**src/rtl/seg7_multi_display.sv**
```systemverilog
// Multi-digit 7-segment display driver. It converts a binary value to decimal
// (double-dabble, one bit per cycle) or to hex, and can blank leading zeros
// and flash the display.
module seg7_multi_display #(
  parameter int unsigned NUM_DIGITS = 6,
  parameter int unsigned DATA_W     = 16,
  parameter int unsigned BLINK_DIV  = 25_000_000
) (
  input  logic                    clk,
  input  logic                    reset_n,
  input  logic                    start,
  input  logic [DATA_W-1:0]       value,
  input  logic                    hex_mode,
  input  logic                    lz_blank,
  input  logic                    blink_en,
  output logic                    busy,
  output logic                    done,
  output logic                    overflow,
  output logic [7*NUM_DIGITS-1:0] leds
);

  // Decimal digits needed for 2^DATA_W-1 (floor(DATA_W*log10(2))+1).
  localparam int unsigned BcdRaw  = (DATA_W * 30103) / 100000 + 1;
  localparam int unsigned HexRaw  = (DATA_W + 3) / 4;
  localparam int unsigned DigTmp  = (BcdRaw > HexRaw) ? BcdRaw : HexRaw;
  // The digit register serves both modes and always covers every display digit.
  localparam int unsigned DigN    = (DigTmp > NUM_DIGITS) ? DigTmp : NUM_DIGITS;
  localparam int unsigned BcdW    = 4 * DigN;
  localparam int unsigned BitCntW = $clog2(DATA_W + 1);
  localparam int unsigned BlinkW  = $clog2(BLINK_DIV);

  localparam logic [6:0] SegDash  = 7'b0111111;
  localparam logic [6:0] SegBlank = 7'b1111111;

  typedef enum logic [1:0] {StIdle, StConv, StUpdate} state_e;

  state_e                  state_q, state_d;
  logic                    pend_q, pend_d;
  logic [DATA_W-1:0]       shift_q, shift_d;
  logic                    hex_q, hex_d;
  logic                    lz_q, lz_d;
  logic [BcdW-1:0]         bcd_q, bcd_d;
  logic [BitCntW-1:0]      bitcnt_q, bitcnt_d;
  logic [7*NUM_DIGITS-1:0] leds_q, leds_d;
  logic                    ovf_q, ovf_d;
  logic                    done_q, done_d;
  logic [BlinkW-1:0]       blink_cnt_q, blink_cnt_d;
  logic                    phase_q, phase_d;

  logic [BcdW-1:0]         bcd_adj;
  logic                    ovf_calc;
  logic [7*NUM_DIGITS-1:0] disp;

  function automatic logic [6:0] seg_enc(input logic [3:0] d);
    logic [6:0] s;
    case (d)
      4'h0: s = 7'b1000000;
      4'h1: s = 7'b1111001;
      4'h2: s = 7'b0100100;
      4'h3: s = 7'b0110000;
      4'h4: s = 7'b0011001;
      4'h5: s = 7'b0010010;
      4'h6: s = 7'b0000010;
      4'h7: s = 7'b1111000;
      4'h8: s = 7'b0000000;
      4'h9: s = 7'b0010000;
      4'ha: s = 7'b0001000;
      4'hb: s = 7'b0000011;
      4'hc: s = 7'b1000110;
      4'hd: s = 7'b0100001;
      4'he: s = 7'b0000110;
      default: s = 7'b0001110;
    endcase
    return s;
  endfunction

  // Add-3 correction of every BCD digit that is 5 or more before the next shift.
  always_comb begin
    bcd_adj = bcd_q;
    for (int k = 0; k < int'(DigN); k++) begin
      if (bcd_q[4*k +: 4] >= 4'd5) begin
        bcd_adj[4*k +: 4] = bcd_q[4*k +: 4] + 4'd3;
      end
    end
  end

  // Overflow detection, leading-zero blanking and segment decode of the digit register.
  always_comb begin
    logic zero_run;
    logic [3:0] d;
    ovf_calc = 1'b0;
    for (int k = int'(NUM_DIGITS); k < int'(DigN); k++) begin
      if (bcd_q[4*k +: 4] != 4'd0) begin
        ovf_calc = 1'b1;
      end
    end
    disp     = '1;
    zero_run = 1'b1;
    for (int k = int'(NUM_DIGITS) - 1; k >= 0; k--) begin
      d        = bcd_q[4*k +: 4];
      zero_run = zero_run & (d == 4'd0);
      if (ovf_calc) begin
        disp[7*k +: 7] = SegDash;
      end else if (lz_q && zero_run && (k != 0)) begin
        disp[7*k +: 7] = SegBlank;
      end else begin
        disp[7*k +: 7] = seg_enc(d);
      end
    end
  end

  // Handshake FSM: capture on start, convert or pass through, then publish the result.
  always_comb begin
    state_d  = state_q;
    pend_d   = pend_q;
    shift_d  = shift_q;
    hex_d    = hex_q;
    lz_d     = lz_q;
    bcd_d    = bcd_q;
    bitcnt_d = bitcnt_q;
    leds_d   = leds_q;
    ovf_d    = ovf_q;
    done_d   = 1'b0;
    unique case (state_q)
      StIdle: begin
        // A captured request is dispatched one edge later so busy rises after the accept.
        if (pend_q) begin
          pend_d = 1'b0;
          if (hex_q) begin
            bcd_d   = BcdW'(shift_q);
            state_d = StUpdate;
          end else begin
            bcd_d    = '0;
            bitcnt_d = '0;
            state_d  = StConv;
          end
        end else if (start) begin
          pend_d  = 1'b1;
          shift_d = value;
          hex_d   = hex_mode;
          lz_d    = lz_blank;
        end
      end
      StConv: begin
        bcd_d    = BcdW'({bcd_adj, shift_q[DATA_W-1]});
        shift_d  = shift_q << 1;
        bitcnt_d = bitcnt_q + 1'b1;
        if (bitcnt_q == BitCntW'(DATA_W - 1)) begin
          state_d = StUpdate;
        end
      end
      StUpdate: begin
        leds_d  = disp;
        ovf_d   = ovf_calc;
        done_d  = 1'b1;
        state_d = StIdle;
      end
      default: state_d = StIdle;
    endcase
  end

  // Free-running blink divider, independent of the handshake.
  always_comb begin
    if (blink_cnt_q == BlinkW'(BLINK_DIV - 1)) begin
      blink_cnt_d = '0;
      phase_d     = ~phase_q;
    end else begin
      blink_cnt_d = blink_cnt_q + 1'b1;
      phase_d     = phase_q;
    end
  end

  // State registers.
  always_ff @(posedge clk or negedge reset_n) begin
    if (!reset_n) begin
      state_q     <= StIdle;
      pend_q      <= 1'b0;
      shift_q     <= '0;
      hex_q       <= 1'b0;
      lz_q        <= 1'b0;
      bcd_q       <= '0;
      bitcnt_q    <= '0;
      leds_q      <= '1;
      ovf_q       <= 1'b0;
      done_q      <= 1'b0;
      blink_cnt_q <= '0;
      phase_q     <= 1'b0;
    end else begin
      state_q     <= state_d;
      pend_q      <= pend_d;
      shift_q     <= shift_d;
      hex_q       <= hex_d;
      lz_q        <= lz_d;
      bcd_q       <= bcd_d;
      bitcnt_q    <= bitcnt_d;
      leds_q      <= leds_d;
      ovf_q       <= ovf_d;
      done_q      <= done_d;
      blink_cnt_q <= blink_cnt_d;
      phase_q     <= phase_d;
    end
  end

  // Outputs; blinking only masks the stored pattern.
  always_comb begin
    busy     = (state_q != StIdle);
    done     = done_q;
    overflow = ovf_q;
    leds     = (blink_en && phase_q) ? '1 : leds_q;
  end

endmodule

```
**config.mk**
```make
export PLATFORM = sky130hd
export DESIGN_NAME = seg7_multi_display
export DESIGN_NICKNAME = d
export VERILOG_FILES = /design/src/rtl/seg7_multi_display.sv
export SDC_FILE = /design/constraint.sdc
export NUM_CORES = 1
export LEC_CHECK = 0
export BUFFER_PORTS_ARGS = -buffer_cell sky130_fd_sc_hd__buf_2
export CORE_MARGIN = 4
export CORE_UTILIZATION = 46
export CTS_BUF_LIST = sky130_fd_sc_hd__clkbuf_8
export DETAILED_ROUTE_END_ITERATION = 6
export GPL_TIMING_DRIVEN = 0
export PLACE_DENSITY_LB_ADDON = 0.25
export SYNTH_ARGS = -nofsm -noshare
export SYNTH_HDL_FRONTEND = slang
export SYNTH_SLANG_ARGS = --single-unit
```
**constraint.sdc**
```tcl
create_clock -name clk -period 2.9 [get_ports clk]
set_input_delay 0.58 -clock clk [delete_from_list [all_inputs] [get_ports clk]]
set_output_delay 0.58 -clock clk [all_outputs]
set_load 0.005 [all_outputs]
```
# Word level (Yosys, flattened, before mapping)
# Memories as Yosys holds them, arrays and structs flattened. A register that Yosys moved wholly into a read port is not among the register bits.
# Index checks and enable logic that the tools add are counted.
# W data, S select, Z words.
totals:
  wordCells: 95
  inputBits: 22
  mem_count: 6
  mem_bits_ro: 672
  ff_bits: 119
op_classes:
  n_reduce_logical: 20
  n_mux: 29
  n_lt_le_gt_ge: 6
  add_sub_neg: 8
  eq_ne: 9
  n_bitwise: 6
mem_list:
  columns: ["name", "words", "width", "rd", "rd_clocked_by_memory_dff", "write_ports", "line", "source"]
  rows:
  - ["(no name shown)", 16, 7, 1, 0, 0, "56", "case (d)"]
  - ["(no name shown)", 16, 7, 1, 0, 0, "56", null]
  - ["(no name shown)", 16, 7, 1, 0, 0, "56", null]
  - ["(no name shown)", 16, 7, 1, 0, 0, "56", null]
  - ["(no name shown)", 16, 7, 1, 0, 0, "56", null]
  - ["(no name shown)", 16, 7, 1, 1, 0, "56", null]
op_table:
  columns: ["operator", "count"]
  rows:
  - ["$mux W16", 3]
  - ["$pmux W24 S2", 1]
  - ["$mux W42", 1]
  - ["$mux W7", 5]
  - ["$pmux W16 S2", 1]
  - ["$add A25 B1 Y25 const B", 1]
  - ["$eq A25 B25 Y1 const B", 1]
  - ["$mux W25", 1]
  - ["$ge A4 B3 Y1 const B", 6]
  - ["$mux W24", 1]
  - ["$add A4 B2 Y4 const B", 5]
  - ["$logic_not A4 Y1", 5]
  - ["$mux W4", 5]
  - ["$mux W5", 2]
  - ["$ne A2 B2 Y1 const B", 5]
  - ["$pmux W5 S2", 1]
  - ["$reduce_and A3 Y1", 3]
  - ["$logic_and A1 B1 Y1", 6]
  - ["$mux W2", 3]
  - ["$add A5 B1 Y5 const B", 1]
  - ["$eq A5 B4 Y1 const B", 1]
  - ["$and A1 B1 Y1", 4]
  - ["$pmux W2 S2", 1]
  - ["$reduce_and A2 Y1", 2]
  - ["9 further kinds", 13]

# Depth between registers and ports, before layout
# Gate-level depths: netlist of the first run.
depth:
  word_depth: 7
  ltp_mapped: 7

# Worst setup path after synthesis of the first run
# No wires, ideal clock.
synth_path:
  kind: "reg2reg"
  from: "register bcd_q[16]"
  to: "register leds_q[19]"
  setup_slack_ns: 0.946
  t_arrival_ns: 1.877
  path_stages_with_launch: 7
  cell_sequence: "dfrtp_1 > inv_1 > ha_1 > or3b_1 > nor4_2 > nor2_1 > a31oi_1"
synth_via:
  elab_chain_len: 6
synth_rtl:
  columns: ["element", "line", "source"]
  rows:
  - ["from (decl)", "42", "logic [BcdW-1:0] bcd_q, bcd_d;"]
  - ["from (signal assigned)", "181", "bcd_q <= '0;"]
  - ["from (signal assigned)", "194", "bcd_q <= bcd_d;"]
  - ["$logic_not A4 Y1", "101", "zero_run = zero_run & (d == 4'd0);"]
  - ["$and A1 B1 Y1 (3 in a row)", "101", null]
  - ["$logic_and A1 B1 Y1", "104", "end else if (lz_q && zero_run && (k != 0)) begin"]
  - ["$mux W7", "104", null]
  - ["to (signal assigned)", "196", "leds_q <= leds_d;"]
  - ["to (decl)", "44", "logic [7*NUM_DIGITS-1:0] leds_q, leds_d;"]
# No other way between the ends.
# A chain may end at the register's enable or synchronous reset.

# Final worst setup path of the first run
layout_path:
  from: "register bcd_q[16]"
  to: "register leds_q[13]"
layout_via:
  elab_chain_len: 7
layout_rtl:
  columns: ["element", "line"]
  rows:
  - ["$logic_not A4 Y1", "101"]
  - ["$and A1 B1 Y1 (4 in a row)", "101"]
  - ["$logic_and A1 B1 Y1", "104"]
  - ["$mux W7", "104"]
# No other way between the ends.

==> impl_results.md, run 1 <==
- Min-delay worst type: in -> async
- Worst vdd ir: 525 µV
- Internal power: 5.00 mW
- Seq pwr share: 33.6%
- ANT nets after route: 0
- Power Density: 1020 mW/mm²
- Main combinational cell family by area after synthesis: simple AND/OR/NAND/NOR gates
- DRT Pass-1 Iters: 5
- Nets: 938
- Synth async-reset ratio: 100%
- Finished Layout Cells: 1100
- Synth Area in Adders: 6.93%
- Post-Synth XOR/XNOR Area: 2.91%
- RSZ-0062 raised after global routing: no
- Critical path launch point type: flop
- Clock share of power: 18.9%
- Die X: 133 µm
- Remaining DRCs: 0
- Clk Latency, worst-skew pair: 0.45 ns
- Leakage: 3.67 nW
- WP data required: 3.26 ns
- Total power: 8.42 mW
- First-pass GRT wire length: 27.9 mm
- Placed Cells: 1068
- Vias/cell: 5.33
- Fin crit period: 2.39 ns
- Worst-path fanout max: 7
- Share of cells above drive strength 1: 18.8%
- Post-Route WL: 16.9 mm
- Vias in the first global route: 5562
- Setup CP Type: reg -> reg
- Crit share post-route: 82.6%
- Ranking of synthesized cells by area: dfrtp_1 (27%), dfstp_2 (15%), ha_1 (6.9%)
- Cts hold-fix bufs: 0
- Total GRT Usage: 19.2%
- Routed WL per cell: 15.4 µm
- Seq cells post-synth: 119
- Syn Std Cell Area: 0.00722 mm²
- Seq/Total Area, Yosys: 42.0%
- Top cell type by total area after synthesis: dfrtp_1
- Filler cells: 1421
- Synth Area in Compound Gates: 16.7%
- Post_cts resized: 0
- N_diodes: 0
- CTS tree: built
- Clk_skew: 0.0167 ns
- Clock Tree Buf Depth: 2
- Share of the synthesized area in the top cell type: 26.7%
- Net switching power figure: 3.42 mW
- CTS Buf Count: 17
- H-tree depth: 4
- Crit end category: flop
- Most common cell after layout, fill and taps aside: dfrtp_1
- Yosys warns: 0
- Largest net degree at the start of global routing: 66
- Synth Instances: 791
- Least-Margin Pin Slew: 0.638 ns
- Switching portion of total power: 40.6%
- 1st-iter DRT viols: 310
- GR Overflow Total: 0
- Setup repair bufs after CTS: 0
- Comb pwr share: 47.6%
- Finish-stage setup viols: 0
- Ports: 67
- Final Hold Fails: 0
- F_max: 418 MHz
- Leading cell types in the layout, fill and taps excluded: dfrtp_1 (77), nand2_1 (76), buf_2 (68), nor2_1 (57), nand2b_1 (56)
- Site Rows: 45
- DP HPWL: 12.1 mm
- Total core area: 0.0153 mm²
- Slew Limit Fails: 0
- Root Buffer: clkbuf_8
- Die area: 0.0178 mm²
- IO Port Bufs: 65
- Critical Path AT: 2.75 ns
- Initial antenna violation count: 0
- Die H: 133 µm
- Proportion of synthesized area in mux cells: 6.64%
- Max Cap Violations: 0
- Simple-Gate Fraction of Synth Area: 20.3%
- EDFF count, synth: 0
- Vias: 5862
- Starting density of the core: 47.2%
- Yosys cell types: 67
- Slew HR: 57.2%
- Clock slew at reported path FFs: 0.07 ns
- Synth Flop Type: dfrtp_1
- Syn_area_per_cell: 9.13 µm²
- Layout area overhead: 14.4%
- Syn_nets: 853
- Status: finished, final reports clean
- Clk sink count: 119
- GP Congestion: 0.858
==> critical path, stage by stage, from the launching register on <==
cell and delay (ns):
dfrtp_1 0.44, inv_1 0.23, ha_1 0.26, or3b_1 0.46, nor4_1 0.37, a31oi_1 0.30
a21oi_1 0.25
==> flip-flops by register name (all words and copies together), names as in the netlist <==
signal / cells
blink_cnt_q: 25
phase_q: 1
bitcnt_q: 5
hex_q: 1
state_q: 2
leds_q: 42
lz_q: 1
shift_q: 16
done: 1
bcd_q: 24
pend_q: 1
==> area by class of cell <==
cell class              count  area, µm²  area share (%)
plain buffers              54        215            2.61
clock buffers              19        262            3.17
clock inverters            13        154            1.86
inverters                  30        113            1.36
multi-input cells         588       3860            46.8
flip-flops and latches    119       3030            36.7
well taps                 211        264            3.20
repair buffers             66        359            4.35
==> synthesized netlist by cell type (6+ instances only) <==
cell       n
a21o_1     6
xnor2_1   15
nor3_1    18
nor3b_1    6
a31oi_1   17
dfrtp_1   77
clkbuf_1  47
dfstp_2   42
o21ai_0   53
xor2_1     9
nand2_1   76
nor2_1    57
nand3_1   16
nand2b_1  56
a21oi_1   52
o21ai_1   23
o22a_1     8
inv_1     29
mux2i_1   31
ha_1      40
nor4_1     8
==> cells by family (layout without fill, tap and decap cells) <==
logic type | Yosys count | after routing
other cells | 1 | 1
simple gates | 279 | 279
mux | 42 | 42
compound gates | 202 | 202
buf+inv | 84 | 182
flops | 119 | 119
xor+xnor | 24 | 24
fa+ha+maj | 40 | 40
==> layer usage <==
layer	GRT usage (%)	vias up	wire, µm
li1	-	2950	-
met1	26.9	2782	8300
met2	30.4	119	7730
met3	4.46	11	743
met4	4.46	0	142
met5	0	-	0
==> path summary, 6_finish.rpt <==
kind / from / endpoint / slack, ns / cells after the start
setup reg to reg: bcd_q[16] / leds_q[13] / 0.51 / 6
max in group asynchronous: reset_n / leds_q[9] / 2.08 / 2
hold / removal: reset_n / bcd_q[17] / 0.09 / 1
min in group clk: lz_blank / lz_q / 0.36 / 2
setup / recovery: bcd_q[16] / leds_q[13] / 0.51 / 6
hold reg to reg: leds_q[18] / leds_q[18] / 0.46 / 2
==> power groups by stage <==
stage	Clock [mW]	Sequential (mW)	Combinational, mW
2_1_floorplan	0	2.70	2.96
3_3_place_gp	0	2.83	3.91
3_5_place_dp	0	2.85	3.97
4_1_cts	1.61	2.82	4.00
5_1_grt	1.68	2.90	4.50
6_report	1.59	2.83	4.01
==> stage by stage <==
step	setup TNS, ns	instance area (µm²)	util (%)	hold WS (ns)	setup WS, ns
CTS	0	8260	53.9	0.0997	0.458
finish	0	8260	53.9	0.0922	0.505
detailed placement	0	7850	51.2	0.454	0.589
global route	0	8260	53.9	0.119	0.310
floorplan	0	7220	-	0.284	0.946
global placement	-19.72	7810	51.0	0.445	-0.263
(Power assumes the default switching activity.)
==> run 2, diff against run 1 <==
Settings changed: ABC_AREA set to 1.
Clock period 2.9 ns to 1.95 ns, I/O delays scaled along.
==> run 2 against run 1 <==
  * Non-clock buffer count fell by 16
  * Largest power group unchanged
  * Sequential power increased by 47%
  * Register-to-register slack lost 0.36 ns
  * Critical path type is now reg -> out
  * Core utilization rose by 0.14 points
==> impl_results.md, run 2 <==
- Place WS: 0.0695 ns
- Ports: 67
- Remaining DRCs: 0
- Internal power: 7.33 mW
- Most common cell after layout, fill and taps aside: nand2_1
- GR Overflow Total: 0
- H-tree depth: 4
- GP Congestion: 0.911
- DRT Pass-1 Iters: 5
- Yosys warns: 0
- Switching portion of total power: 42.0%
- Critical Path AT: 1.46 ns
- Post-Route WL: 18.3 mm
- CP bufs+invs: 2
- Final worst slack: 0.104 ns
- Worst vdd ir: 931 µV
- EDFF count, synth: 0
- Seq pwr share: 33.0%
- Clk Latency, worst-skew pair: 0.46 ns
- Crit path largest cell delay: 0.43 ns
- Most common cell in the netlist: nand2_1
- 1st-iter DRT viols: 523
- Crit path max-delay family: flip-flops
- Critical path, cell by cell: nand2_4 -> clkbuf_4 -> nand2_1 -> buf_2
- WP data required: 1.56 ns
- First-pass GRT wire length: 30.4 mm
- Max reg flops: 42
- Fin crit period: 1.85 ns
- CTS Buf Count: 17
- Filler cells: 1577
- N_diodes: 0
- Starting density of the core: 47.1%
- Least-Margin Pin Slew: 0.570 ns
- Total core area: 0.0159 mm²
- Area of the multi-input gates: 0.00374 mm²
- Hold EP: lz_q
- Max Cap Violations: 0
- Leakage: 4.40 nW
- Slew Limit Fails: 0
- Setup_tns: 0 ns
- Final Hold Fails: 0
- CTS tree: built
- Syn Std Cell Area: 0.00750 mm²
- Layout area overhead: 14.9%
- Routed WL per cell: 13.5 µm
- Top cell type by total area after synthesis: dfrtp_1
- RSZ-0062 raised after global routing: no
- FF-to-FF path depth: 6
- Clock Tree Buf Depth: 2
- Vias: 6794
- Seq/Total Area, Yosys: 40.4%
- Placed Cells: 1325
- Worst reg2reg endpoint: leds_q[10]
- IO Port Bufs: 65
- Share of cells above drive strength 1: 16.4%
- F_max: 542 MHz
- Post-DP Area: 0.00813 mm²
- Die X: 136 µm
- Storage cell area: 0.00303 mm²
- FF-to-FF Start: bcd_q[12]
- Initial antenna violation count: 0
- WHS Path Cells: 2
- Net switching power figure: 5.31 mW
- Design area: 0.00862 mm²
- Finish-stage setup viols: 0
- Syn_area_per_cell: 7.19 µm²
- Finished Layout Cells: 1358
- Yosys cell types: 37
- Seq cells post-synth: 119
- Power Density: 1470 mW/mm²
- Synth async-reset ratio: 100%
- Comb pwr share: 46.8%
- ANT nets after route: 0
- Clock share of power: 20.2%
- Hold_sp: lz_blank
- Die area: 0.0184 mm²
- Root Buffer: clkbuf_8
- Synth Flop Type: dfrtp_1
- Register with the most flip-flops: leds_q
- Ranking of synthesized cells by area: dfrtp_1 (26%), dfstp_2 (15%), nand2_1 (13%)
- Vias/cell: 5.00
- DP HPWL: 13.7 mm
- Status: finished, final reports clean
- Top flop regs: leds_q: 42 flops, blink_cnt_q: 25 flops, bcd_q: 24 flops
- Critical path launch point type: flop
- Reg2Reg Setup Slack: 0.15 ns
- Worst-path fanout max: 10
- Vias in the first global route: 6314
- Clk sink count: 119
- Leading cell types in the layout, fill and taps excluded: nand2_1 (261), inv_1 (147), nor2_1 (124), buf_2 (83), dfrtp_1 (76)
- Die H: 136 µm
- Top cells by count, synth: nand2_1 (262), inv_1 (145), nor2_1 (125)
- Largest net degree at the start of global routing: 73
- Site Rows: 46
- Finished Core Util: 54.1%
- Total GRT Usage: 20.7%
- Clock slew at reported path FFs: 0.07 ns
- Share of the synthesized area in the top cell type: 25.7%
- Setup CP Type: reg -> out
- Nets: 1191
- Clk_skew: 0.00870 ns
- Crit end category: output port
- Synth Instances: 1043
- Slowest stage cell on the critical path: dfrtp_1
- Syn_nets: 1105
- Slew HR: 62.0%
- Min-delay worst type: in -> reg
- Setup repair bufs after CTS: 0
- Crit share post-route: 94.7%
## run 2: cell type report
| type | count | share of cell area (%) |
|---|---|---|
| Inverter | 152 | 6.63 |
| Multi-Input combinational cell | 735 | 43.4 |
| Clock inverter | 13 | 2.16 |
| Clock buffer | 19 | 3.03 |
| Sequential cell | 119 | 35.2 |
| Buffer | 37 | 2.23 |
| Tap cell | 216 | 3.13 |
| Timing Repair Buffer | 67 | 4.28 |
## run 2: worst register-to-register path: cells and delay by family, from the launching register on
| family | cells | cell delay, ns |
|---|---|---|
| and+or+nand+nor | 3 | 0.57 |
| DFF | 1 | 0.49 |
| AOI/OAI and AO/OA | 1 | 0.24 |
| adders and majority gates | 1 | 0.22 |
| buffers and inverters | 1 | 0.21 |
## run 2: cells by family (layout without fill, tap and decap cells)
group	Yosys count	in the layout	synth area share [%]
other	1	1	0.0500
AND/OR/NAND/NOR	497	497	27.3
AO/OA/AOI/OAI	177	177	13.2
adder cells (fa/ha/maj)	40	40	6.67
flip-flops	119	119	40.4
XOR/XNOR	19	19	2.22
multiplexers	1	1	0.150
buffers and inverters	189	288	9.99
## run 2: power groups by stage
| stage | sequential [mW] | combinational, mW | clock, mW |
|---|---|---|---|
| after floorplan | 4.05 | 4.24 | 0 |
| after global placement | 4.19 | 5.79 | 0 |
| after detailed placement | 4.21 | 5.86 | 0 |
| after CTS | 4.17 | 5.90 | 2.61 |
| after global routing | 4.28 | 6.74 | 2.72 |
| final | 4.17 | 5.91 | 2.55 |
## run 2: per-stage QoR
step	power (mW)	hold WS (ns)
floorplan	8.29	0.0944
CTS	12.7	0.138
finish	12.6	0.164
detailed placement	10.1	0.365
global route	13.7	0.155
global placement	9.98	0.457
## run 2: routing by layer
metal	GRT usage [%]	wire [µm]
met5	0	0
met2	31.7	8090
met4	7.50	287
met3	3.94	1020
met1	29.3	8910
## run 2: timing repair
| action | CTS | global route |
|---|---|---|
| hold buffers | 1 | 0 |
| endpoints found under the setup margin | 40 | 62 |
| hold endpoints to repair | 35 | 0 |
| gates resized for setup | 9 | 8 |
## run 2: worst max-delay path by stage
stage,start,endpoint,slack (ns),depth (start not counted)
global route,phase_q,leds[27],0.03,4
global placement,reset_n,blink_cnt_q[18],-1.05,1
CTS,phase_q,leds[15],-0.003,4
floorplan,blink_cnt_q[0],blink_cnt_q[19],0.44,9
finish,phase_q,leds[23],0.10,4
detailed placement,blink_en,leds[15],0.07,5
